===== config.mk =====
export PLATFORM = sky130hd
export DESIGN_NAME = register_status_file_flat
export DESIGN_NICKNAME = d
export VERILOG_FILES = /design/src/rtl/register_status_file_if.sv /design/src/rtl/register_status_file.sv /design/src/flat_wrapper.sv
export SDC_FILE = /design/constraint.sdc
export NUM_CORES = 2
export LEC_CHECK = 0
export ABC_CLOCK_PERIOD_IN_PS = 11800
export CORE_MARGIN = 2
export CORE_UTILIZATION = 40
export DETAILED_ROUTE_END_ITERATION = 8
export SETUP_SLACK_MARGIN = 0.4
export SLEW_MARGIN = 10
export SYNTH_ARGS = -nofsm -noshare
export SYNTH_HDL_FRONTEND = slang
export SYNTH_SLANG_ARGS = --single-unit

===== constraint.sdc =====
create_clock -name clk -period 11.8 [get_ports clk]
set_clock_uncertainty 0.15 [all_clocks]
set_input_delay 3.54 -clock clk [delete_from_list [all_inputs] [get_ports clk]]
set_output_delay 3.54 -clock clk [all_outputs]
set_load 0.005 [all_outputs]

===== src/rtl/register_status_file_if.sv =====
// Decoder-issue and ROB-commit signal bundle for the register status file.
// The master side is the decoder/ROB; the slave side is the register file itself.
interface register_status_file_if #(
  parameter int unsigned TAG_WIDTH  = 4,
  parameter int unsigned REG_COUNT  = 32,
  parameter int unsigned WORD_WIDTH = 32
);
  localparam int unsigned IDX_WIDTH = $clog2(REG_COUNT);

  logic                  rollback_in;
  logic                  dec_issue_in;
  logic [IDX_WIDTH-1:0]  dec_rs1_in;
  logic [IDX_WIDTH-1:0]  dec_rs2_in;
  logic [IDX_WIDTH-1:0]  dec_rd_in;
  logic [TAG_WIDTH-1:0]  dec_rd_tag_in;
  logic [TAG_WIDTH-1:0]  dec_Qj_out;
  logic [TAG_WIDTH-1:0]  dec_Qk_out;
  logic [WORD_WIDTH-1:0] dec_Vj_out;
  logic [WORD_WIDTH-1:0] dec_Vk_out;
  logic                  commit_rf_signal_in;
  logic [TAG_WIDTH-1:0]  commit_tag_in;
  logic [WORD_WIDTH-1:0] commit_data_in;
  logic [IDX_WIDTH-1:0]  commit_target_in;

  modport master (
    output rollback_in, dec_issue_in, dec_rs1_in, dec_rs2_in, dec_rd_in, dec_rd_tag_in,
    output commit_rf_signal_in, commit_tag_in, commit_data_in, commit_target_in,
    input  dec_Qj_out, dec_Qk_out, dec_Vj_out, dec_Vk_out
  );

  modport slave (
    input  rollback_in, dec_issue_in, dec_rs1_in, dec_rs2_in, dec_rd_in, dec_rd_tag_in,
    input  commit_rf_signal_in, commit_tag_in, commit_data_in, commit_target_in,
    output dec_Qj_out, dec_Qk_out, dec_Vj_out, dec_Vk_out
  );
endinterface


===== src/rtl/register_status_file.sv =====
// Architectural register file with per-register rename tags (Tomasulo result status).
// Tag 0 means the value held here is current; x0 is hard-wired to zero/ready.
module register_status_file #(
  parameter int unsigned TAG_WIDTH  = 4,
  parameter int unsigned REG_COUNT  = 32,
  parameter int unsigned WORD_WIDTH = 32
) (
  input  logic                 clk,
  input  logic                 rst,
  register_status_file_if.slave bus
);
  localparam int unsigned IDX_WIDTH = $clog2(REG_COUNT);

  logic [WORD_WIDTH-1:0] value_q [REG_COUNT];
  logic [WORD_WIDTH-1:0] value_d [REG_COUNT];
  logic [TAG_WIDTH-1:0]  tag_q   [REG_COUNT];
  logic [TAG_WIDTH-1:0]  tag_d   [REG_COUNT];

  logic commit_we;
  logic issue_we;

  assign commit_we = bus.commit_rf_signal_in && (bus.commit_target_in != '0);
  assign issue_we  = bus.dec_issue_in && !bus.rollback_in && (bus.dec_rd_in != '0);

  // Read ports see pre-update state, with the committing result forwarded when it
  // resolves exactly the tag the register is waiting on.
  always_comb begin
    bus.dec_Qj_out = '0;
    bus.dec_Vj_out = '0;
    if (bus.dec_rs1_in != '0) begin
      if (bus.commit_rf_signal_in && (bus.commit_target_in == bus.dec_rs1_in) &&
          (tag_q[bus.dec_rs1_in] == bus.commit_tag_in)) begin
        bus.dec_Vj_out = bus.commit_data_in;
      end else begin
        bus.dec_Qj_out = tag_q[bus.dec_rs1_in];
        bus.dec_Vj_out = value_q[bus.dec_rs1_in];
      end
    end
  end

  always_comb begin
    bus.dec_Qk_out = '0;
    bus.dec_Vk_out = '0;
    if (bus.dec_rs2_in != '0) begin
      if (bus.commit_rf_signal_in && (bus.commit_target_in == bus.dec_rs2_in) &&
          (tag_q[bus.dec_rs2_in] == bus.commit_tag_in)) begin
        bus.dec_Vk_out = bus.commit_data_in;
      end else begin
        bus.dec_Qk_out = tag_q[bus.dec_rs2_in];
        bus.dec_Vk_out = value_q[bus.dec_rs2_in];
      end
    end
  end

  // Order matters: rollback clears after the commit, and a new issue overrides the
  // commit's tag clear on the same register.
  always_comb begin
    value_d = value_q;
    tag_d   = tag_q;
    if (commit_we) begin
      value_d[bus.commit_target_in] = bus.commit_data_in;
      if (tag_q[bus.commit_target_in] == bus.commit_tag_in) begin
        tag_d[bus.commit_target_in] = '0;
      end
    end
    if (bus.rollback_in) begin
      for (int i = 0; i < int'(REG_COUNT); i++) begin
        tag_d[i] = '0;
      end
    end else if (issue_we) begin
      tag_d[bus.dec_rd_in] = bus.dec_rd_tag_in;
    end
  end

  always_ff @(posedge clk) begin
    if (rst) begin
      for (int i = 0; i < int'(REG_COUNT); i++) begin
        value_q[i] <= '0;
        tag_q[i]   <= '0;
      end
    end else begin
      value_q <= value_d;
      tag_q   <= tag_d;
    end
  end

  logic [IDX_WIDTH-1:0] unused_idx;
  assign unused_idx = '0;

endmodule


===== src/flat_wrapper.sv =====
// flat-port wrapper written by rule: the top's interface ports become plain ports
module register_status_file_flat 
#(
  parameter int unsigned TAG_WIDTH  = 4,
  parameter int unsigned REG_COUNT  = 32,
  parameter int unsigned WORD_WIDTH = 32
)
  (clk, rst, bus_rollback_in, bus_dec_issue_in, bus_dec_rs1_in, bus_dec_rs2_in, bus_dec_rd_in, bus_dec_rd_tag_in, bus_commit_rf_signal_in, bus_commit_tag_in, bus_commit_data_in, bus_commit_target_in, bus_dec_Qj_out, bus_dec_Qk_out, bus_dec_Vj_out, bus_dec_Vk_out);
  register_status_file_if #(.TAG_WIDTH(TAG_WIDTH), .REG_COUNT(REG_COUNT), .WORD_WIDTH(WORD_WIDTH)) bus_i ();
  input  logic clk;
  input  logic rst;
  input wire logic [$bits(bus_i.rollback_in)-1:0] bus_rollback_in;
  input wire logic [$bits(bus_i.dec_issue_in)-1:0] bus_dec_issue_in;
  input wire logic [$bits(bus_i.dec_rs1_in)-1:0] bus_dec_rs1_in;
  input wire logic [$bits(bus_i.dec_rs2_in)-1:0] bus_dec_rs2_in;
  input wire logic [$bits(bus_i.dec_rd_in)-1:0] bus_dec_rd_in;
  input wire logic [$bits(bus_i.dec_rd_tag_in)-1:0] bus_dec_rd_tag_in;
  input wire logic [$bits(bus_i.commit_rf_signal_in)-1:0] bus_commit_rf_signal_in;
  input wire logic [$bits(bus_i.commit_tag_in)-1:0] bus_commit_tag_in;
  input wire logic [$bits(bus_i.commit_data_in)-1:0] bus_commit_data_in;
  input wire logic [$bits(bus_i.commit_target_in)-1:0] bus_commit_target_in;
  output wire logic [$bits(bus_i.dec_Qj_out)-1:0] bus_dec_Qj_out;
  output wire logic [$bits(bus_i.dec_Qk_out)-1:0] bus_dec_Qk_out;
  output wire logic [$bits(bus_i.dec_Vj_out)-1:0] bus_dec_Vj_out;
  output wire logic [$bits(bus_i.dec_Vk_out)-1:0] bus_dec_Vk_out;
  assign bus_i.rollback_in = bus_rollback_in;
  assign bus_i.dec_issue_in = bus_dec_issue_in;
  assign bus_i.dec_rs1_in = bus_dec_rs1_in;
  assign bus_i.dec_rs2_in = bus_dec_rs2_in;
  assign bus_i.dec_rd_in = bus_dec_rd_in;
  assign bus_i.dec_rd_tag_in = bus_dec_rd_tag_in;
  assign bus_i.commit_rf_signal_in = bus_commit_rf_signal_in;
  assign bus_i.commit_tag_in = bus_commit_tag_in;
  assign bus_i.commit_data_in = bus_commit_data_in;
  assign bus_i.commit_target_in = bus_commit_target_in;
  assign bus_dec_Qj_out = bus_i.dec_Qj_out;
  assign bus_dec_Qk_out = bus_i.dec_Qk_out;
  assign bus_dec_Vj_out = bus_i.dec_Vj_out;
  assign bus_dec_Vk_out = bus_i.dec_Vk_out;
  register_status_file #(.TAG_WIDTH(TAG_WIDTH), .REG_COUNT(REG_COUNT), .WORD_WIDTH(WORD_WIDTH)) u_core (.clk(clk), .rst(rst), .bus(bus_i));
endmodule

==> results.md <==
- Post-route ant nets: 0
- Post-synthesis cell type count: 58
- Tot Pwr: 8.53 mW
- Synthesized Nets: 6,606
- Drt wl/cell: 28.2 um
- Max VDD drop: 0.109 mV
- Post-DP HPWL: 134 mm
- Largest net degree at the start of global routing: 117
- Final Util: 44.7%
- Die height: 394 um
- Period utilization: 93.6%
- Layout overhead on the synthesized area: 11.2%
- Total number of vias: 52,873
- Endpoints failing setup: 0
- I/O pins: 137
- Root buf cell: clkbuf_16
- RSZ-0062 raised after global routing: false
- Initial Util: 40.2%
- Critical path data required time: 8.11 ns
- HP Class: reg -> reg
- Clk Latency, worst-skew pair: 0.77 ns
- First-pass GRT wire length: 346 mm
- Synthesized area: 0.0609 sq mm
- Final Max Tran Viols: 0
- Synthesis-stage register bit count: 1,152
- Core area: 0.152 sq mm
- Worst Path Arrival: 7.36 ns
- CP max FO: 88
- Antenna violations before repair: 3
- Clock Sinks: 1,152
- Die area: 0.155 sq mm
- Worst setup EP type: primary output
- Setup slack after layout: 0.754 ns
- Fin cells: 8,399
- Setup CP Type: in -> out
- Sequential element share of the synthesized area: 37.9%
- Leakage power: 22.5 nW
- Startpoint Class: input port
- Final setup TNS: 0 ns
- Drt pass-1 iters: 8
- Post-Synthesis Cells: 6,541
- Vias per cell: 6.30
- Max Clock Freq: 90.5 MHz
- Layout cells sized above 1: 19.4%
- PD cells: 126 mW/mm^2
- Site Rows: 143
- Pre-CTS setup slack: 0.825 ns
- CTS tree: yes
- Worst-Margin Slew: 1.28 ns
- Vias in the first global route: 50,753
- Drt first-iter violations: 7,348
- Port Buf Inserts: 136
- Gr usage total: 29.7%
- Post-synth EDFFs: 0
- Max_slew headroom: 14.5%
- Worst-path clk slew: 0.06 ns
- DP Cell Count: 8,176
- Mean post-synth cell area: 9.31 sq um
- Postcts setup bufs: 0
- Post-CTS sizing: 0
- Drc violations: 0
- Gpl congestion: 0.934
- Total grt overflow: 0
- Routed WL: 237 mm
- Num CTS Buffers: 119
- Crit path time final: 11.05 ns
- Count of final hold-check violations: 0
- CTS Hold Buffers Added: 0
- Synth warn: 0
- Die W: 394 um
- Most frequent cells in the layout: nand2_1 (2,155), dfxtp_1 (1,152), a21oi_1 (994)
- Fill count: 14,361
- H-tree Lvls: 3
- Synth Flop Type: dfxtp_1
- Most common cell after layout, fill and taps aside: nand2_1
- Outcome: completed
- Fraction of registers with async set/reset: 0%
- Max-cap violations: 0
- Fin nets: 6,332
- Clock buffer depth: 3
-- Yosys cell counts, drive strengths merged, types with 3 or more instances --
cell type / instances / share of area [%]
xnor2: 6 / 0.086
mux2i: 151 / 2.5
nor2b: 48 / 0.49
or4bb: 5 / 0.092
xor2: 8 / 0.12
nor2: 174 / 1.1
or3b: 5 / 0.072
nor3: 18 / 0.15
or4: 9 / 0.11
or3: 10 / 0.10
clkbuf: 575 / 3.6
o31ai: 4 / 0.049
nor4: 4 / 0.041
nand2b: 7 / 0.072
nand3b: 3 / 0.037
buf: 115 / 0.96
or2: 8 / 0.082
or4b: 4 / 0.066
mux2: 85 / 1.6
nand3: 57 / 0.54
o21ai: 6 / 0.049
mux4: 686 / 25
a22oi: 12 / 0.16
nor3b: 7 / 0.086
and3: 7 / 0.072
nand2: 2176 / 13
and2: 7 / 0.072
dfxtp: 1152 / 38
a211oi: 4 / 0.058
o22ai: 40 / 0.41
a21oi: 994 / 8.2
inv: 3 / 0.018
a41o: 124 / 2.0
nand4b: 4 / 0.058
-- routing by layer --
layer	GRT usage (%)	share of wire (%)
met1	38.8	38
met3	6.45	11
met4	15.8	5.8
met5	0	0.0080
met2	46.2	45
-- sequential cells by signal (all words and copies together), names as in the netlist --
name and cells:
u_core.tag_q 128, u_core.value_q 1024
-- metrics by stage --
stage | instance area [sq um] | hold slack (ns)
2_1_floorplan | 60900 | 0.293
3_3_place_gp | 63700 | 0.298
3_5_place_dp | 63700 | 0.304
4_1_cts | 67700 | 0.312
5_1_grt | 67700 | 0.331
6_report | 67700 | 0.313
-- power breakdown --
group          switching [mW]  leakage, nW  internal [mW]  total, mW
Clock                    1.69         1.99           2.22       3.91
Sequential             0.0183         9.28           3.91       3.93
Combinational           0.461         11.3          0.219      0.680
-- cells by family (layout without fill, tap and decap cells) --
family / after synthesis / in the layout / synth area share [%]
AO/OA/AOI/OAI: 1201 / 1201 / 11.2
AND/OR/NAND/NOR: 2559 / 2559 / 16.7
flip-flops: 1152 / 1152 / 37.9
multiplexers: 922 / 922 / 29.4
XOR/XNOR: 14 / 14 / 0.201
buffers and inverters: 693 / 518 / 4.59
other: 0 / 3 / 0
-- cell type report --
cell class	count	area (sq um)	share of cell area, %
repair buffers	295	2670	3.94
multi-input cells	4696	35400	52.3
inverters	3	16.3	0.0240
diodes	3	7.51	0.0111
well taps	2030	2540	3.75
clock buffers	177	3550	5.24
flip-flops and latches	1152	23100	34.1
clock inverters	43	458	0.676
-- path summary, 6_finish.rpt --
check	startpoint	endpoint	slack, ns	depth (start not counted)
max	bus_dec_rs1_in[1]	bus_dec_Vj_out[2]	0.75	9
min	u_core.value_q[44]$_SDFFE_PP0P_	u_core.value_q[44]$_SDFFE_PP0P_	0.31	2
max reg2reg	u_core.tag_q[67]$_SDFF_PP0_	u_core.tag_q[68]$_SDFF_PP0_	8.09	8
min reg2reg	u_core.value_q[44]$_SDFFE_PP0P_	u_core.value_q[44]$_SDFFE_PP0P_	0.31	2
-- critical path: stages --
cell             delay (ns)
buf_8                  0.30
buf_12                 0.40
buf_4                  0.79
mux4_2                 0.40
mux4_2                 0.53
mux2_2                 0.29
nand2_1                0.14
mux2i_1                0.10
clkdlybuf4s50_1        0.46
Power figures use the tool's default switching activity.
